### src/rtl/cla_adder16_pkg.sv
// cla_adder16_pkg: shared width constants for the 16-bit carry-lookahead adder
package cla_adder16_pkg;
  localparam int ADDER_WIDTH = 16;
  localparam int GROUP_WIDTH = 4;
  localparam int NUM_GROUPS  = 4;
endpackage

### src/rtl/cla_adder16_cla4.sv
// cla4_block: 4-bit lookahead group producing sum, group propagate and group generate
module cla4_block
  import cla_adder16_pkg::*;
(
  input  logic [GROUP_WIDTH-1:0] a,
  input  logic [GROUP_WIDTH-1:0] b,
  input  logic                   cin,
  output logic [GROUP_WIDTH-1:0] sum,
  output logic                   p,
  output logic                   g
);
  logic [GROUP_WIDTH-1:0] bp, bg, c;
  // per-bit propagate/generate, in-group carries, and group P/G
  always_comb begin
    bp   = a ^ b;
    bg   = a & b;
    c[0] = cin;
    c[1] = bg[0] | (bp[0] & cin);
    c[2] = bg[1] | (bp[1] & bg[0]) | (bp[1] & bp[0] & cin);
    c[3] = bg[2] | (bp[2] & bg[1]) | (bp[2] & bp[1] & bg[0]) | (bp[2] & bp[1] & bp[0] & cin);
    sum  = bp ^ c;
    p    = &bp;
    g    = bg[3] | (bp[3] & bg[2]) | (bp[3] & bp[2] & bg[1]) | (bp[3] & bp[2] & bp[1] & bg[0]);
  end
endmodule

### src/rtl/cla_adder16.sv
// cla_adder16: two-level carry-lookahead 16-bit adder with registered sum and carry out
module cla_adder16
  import cla_adder16_pkg::*;
(
  input  logic                   clk,
  input  logic                   rst,
  output logic [ADDER_WIDTH-1:0] sum,
  output logic                   carry_out,
  input  logic [ADDER_WIDTH-1:0] a,
  input  logic [ADDER_WIDTH-1:0] b,
  input  logic                   carry_in
);
  logic [NUM_GROUPS-1:0]  gp, gg;
  logic [NUM_GROUPS:0]    gc;
  logic [ADDER_WIDTH-1:0] s;
  for (genvar i = 0; i < NUM_GROUPS; i++) begin : g_grp
    cla4_block u_blk (
      .a   (a[i*GROUP_WIDTH +: GROUP_WIDTH]),
      .b   (b[i*GROUP_WIDTH +: GROUP_WIDTH]),
      .cin (gc[i]),
      .sum (s[i*GROUP_WIDTH +: GROUP_WIDTH]),
      .p   (gp[i]),
      .g   (gg[i])
    );
  end
  // second-level lookahead: group carries c4..c16 straight from G, P and carry_in
  always_comb begin
    gc[0] = carry_in;
    gc[1] = gg[0] | (gp[0] & carry_in);
    gc[2] = gg[1] | (gp[1] & gg[0]) | (gp[1] & gp[0] & carry_in);
    gc[3] = gg[2] | (gp[2] & gg[1]) | (gp[2] & gp[1] & gg[0]) | (gp[2] & gp[1] & gp[0] & carry_in);
    gc[4] = gg[3] | (gp[3] & gg[2]) | (gp[3] & gp[2] & gg[1]) | (gp[3] & gp[2] & gp[1] & gg[0])
          | (gp[3] & gp[2] & gp[1] & gp[0] & carry_in);
  end
  // output register; reset forces a zero result on that edge only
  always_ff @(posedge clk) begin
    if (rst) {carry_out, sum} <= '0;
    else     {carry_out, sum} <= {gc[4], s};
  end
endmodule

### config.mk
export PLATFORM = sky130hd
export DESIGN_NAME = cla_adder16
export DESIGN_NICKNAME = d
export VERILOG_FILES = /design/src/rtl/cla_adder16_pkg.sv /design/src/rtl/cla_adder16_cla4.sv /design/src/rtl/cla_adder16.sv
export SDC_FILE = /design/constraint.sdc
export NUM_CORES = 1
export LEC_CHECK = 0
export CAP_MARGIN = 20
export CORE_MARGIN = 2
export CORE_UTILIZATION = 44
export DETAILED_ROUTE_END_ITERATION = 10
export PLACE_DENSITY_LB_ADDON = 0.2
export SETUP_SLACK_MARGIN = 0.15
export SLEW_MARGIN = 20
export SYNTH_ARGS = -nofsm -noshare
export SYNTH_HDL_FRONTEND = slang
export SYNTH_SLANG_ARGS = --single-unit
### constraint.sdc
create_clock -name clk -period 6.15 [get_ports clk]
set_input_delay 1.23 -clock clk [delete_from_list [all_inputs] [get_ports clk]]
set_output_delay 1.23 -clock clk [all_outputs]
set_load 0.005 [all_outputs]
==> flow_summary.yaml <==
synthesis:
  yosys.area.top_type: "dfxtp_1"
  synth-xor-area-share_pct: 6.04
  synth_top_family_by_area: "adder cells"
  synth-edff-count: 0
  synth_most_common_cell: "nor2_1"
  syn_area_per_cell_um2: 8.99
  synth_seq_cells: 17
  synthSimpleGateAreaFrac_pct: 15.9
  synth_top_area_share_pct: 29.3
  synthTopCellsByArea: "dfxtp_1, ha_1, fa_1"
  synthFlopType: "dfxtp_1"
  synth_cell_type_count: 35
  syn_area_mm2: 0.00116
  ys_seq_area_share_pct: 29.3
  synth_adder_area_share_pct: 24.2
  syn-instance-count: 129
  ys_warn_count: 0
  syn_nets: 184
  synthMuxAreaShare_pct: 2.27
  synth_compound_gate_area_share_pct: 18.4
  async_flop_share_pct: 0
  yosys-top-cells-count: "nor2_1, dfxtp_1, ha_1, inv_1, a21oi_1"
timing:
  period_needed_ns: 3.50
  hold_viol: 0
  slew_violations: 0
  rsz0062_at_grt: "false"
  finalSetupTns_ns: 0
  finalCritPeriodShare_pct: 56.9
  setup_viol: 0
  slew_headroom_pct: 48.4
  worstMarginPinSlew_ns: 0.772
  fmax_ghz: 0.286
global_routing:
  busiest_layer: "met2"
  first_global_vias: 1088
  grtUsageTotal_pct: 16.7
  grt_max_degree: 24
  grt_antenna_before_repair: 0
  use_met1_pct: 17.5
  grt_use_met2_pct: 32.1
  grt_pass1_wl_um: 4230
  met3_usage_pct: 3.04
  grt-ovfl-total: 0
power:
  peakVddDrop_mv: 0.131
  fin_total_pwr_uw: 323
  power_density_mw_per_mm2: 187
  power.leakage_nw: 0.750
clocking:
  cts_tree: "done"
  clk_path_buf_depth: 2
  post_cts_resized: 0
  cts_num_sinks: 17
  cts_setup_buffers: 0
  root_buffer: "clkbuf_4"
  holdBufCountCts: 0
  cts.clk_slew.worst_paths_ns: 0.11
  htree_levels: 1
  numCtsBuffers: 3
placement:
  place_area_mm2: 0.00170
  place_congestion: 0.813
  dpl.hpwl_um: 2060
  port_buffers: 51
floorplan:
  core_area_mm2: 0.00248
  die_h_um: 55.3
  die_w_um: 55.3
  start_util_pct: 46.8
  dieArea_mm2: 0.00306
  row_count: 18
  num_io_pins: 52
run_status:
  status: "completed"
finish:
  diodes: 0
  fill_cells: 220
  multi_input_area_um2: 774
  synthToLayoutAreaGrowth_pct: 49.0
  stdcell_area_mm2: 0.00173
  nNetsFinal: 238
  drive_above_1_share_pct: 6.04
  fin_util_pct: 69.7
  ff_latch_area_um2: 340
min_path:
  hp-class: "input pin to register"
  holdPathStages: 4
route:
  drt_wl_total_um: 2530
  wl_per_cell_um: 11.9
  vias: 1094
  ant_nets: 0
  drtIter0Drc: 22
  drc_errors: 0
  viasPerCell: 5.16
  drtPass1Iterations: 5
worst_setup_path:
  criticalPathCategory: "input pin to register"
  arrival_ns: 3.72
  cp-end-kind: "register"
  path_max_fanout: 3
  startpoint_type: "input pin"
  cp.required_ns: 6.37
flow_run:
  maxCapViolCount: 0
registers in the layout, indices dropped and copies added, names as in the netlist:
register	flops
carry_out	1
sum	16
cells in the final DEF (no fill, tap or decap), drive strengths merged, types with 2 or more instances in the layout:
cell | synthesis | routed
a211oi | 4 | 4
nor2 | 19 | 19
nor3 | 3 | 3
fa | 4 | 4
a21oi | 7 | 7
inv | 10 | 10
dfxtp | 17 | 17
xnor2 | 2 | 2
nand2b | 2 | 2
o211ai | 2 | 2
xor2 | 6 | 6
clkdlybuf4s50 | 0 | 51
mux2 | 2 | 2
a311o | 2 | 2
nand2 | 5 | 5
clkbuf | 2 | 3
a41o | 2 | 2
nor2b | 3 | 3
ha | 16 | 16
o21ai | 6 | 6
nand3 | 3 | 3
kinds of logic after synthesis:
logic type | Yosys count
mux | 2
flops | 17
buf+inv | 12
simple gates | 40
xor+xnor | 8
fa+ha+maj | 20
compound gates | 30
through the flow:
stage	cells	hold WS [ns]	worst slack, ns
2_1_floorplan	129	1.47	2.96
3_3_place_gp	208	1.93	2.40
3_5_place_dp	208	1.93	2.36
4_1_cts	212	1.66	2.66
5_1_grt	212	1.70	2.52
6_report	212	1.66	2.65
power breakdown:
group / leakage, nW / internal [mW] / switching, mW
clock: 0.0177 / 0.0243 / 0.0383
sequential: 0.142 / 0.125 / 0.00337
combinational: 0.591 / 0.0781 / 0.0535
total: 0.750 / 0.227 / 0.0952
path summary, 6_finish.rpt:
kind              from                  to  slack [ns]
setup / recovery  a[0]  sum[12]$_SDFF_PP0_        2.65
hold / removal    b[4]   sum[4]$_SDFF_PP0_        1.66
layout make-up:
type / instances / share of cell area, %
clock inverters: 1 / 0.290
well taps: 30 / 2.17
clock buffers: 3 / 1.30
multi-input cells: 100 / 44.8
repair buffers: 51 / 29.5
flip-flops and latches: 17 / 19.7
inverters: 10 / 2.17
metal layers:
metal / up-vias / wire [um]
li1: 563 / -
met1: 500 / 1050
met2: 26 / 1320
met3: 5 / 122
met4: 0 / 43
met5: - / 0
worst max-delay path, cell delays in order:
cell and delay [ns]:
clkdlybuf4s50_1 0.42, ha_1 0.34, a211oi_2 0.32, o21ai_2 0.12, a41o_1 0.28, a41o_1 0.28
a21oi_1 0.19, fa_1 0.43, nor2_1 0.10
(Power assumes the default switching activity.)
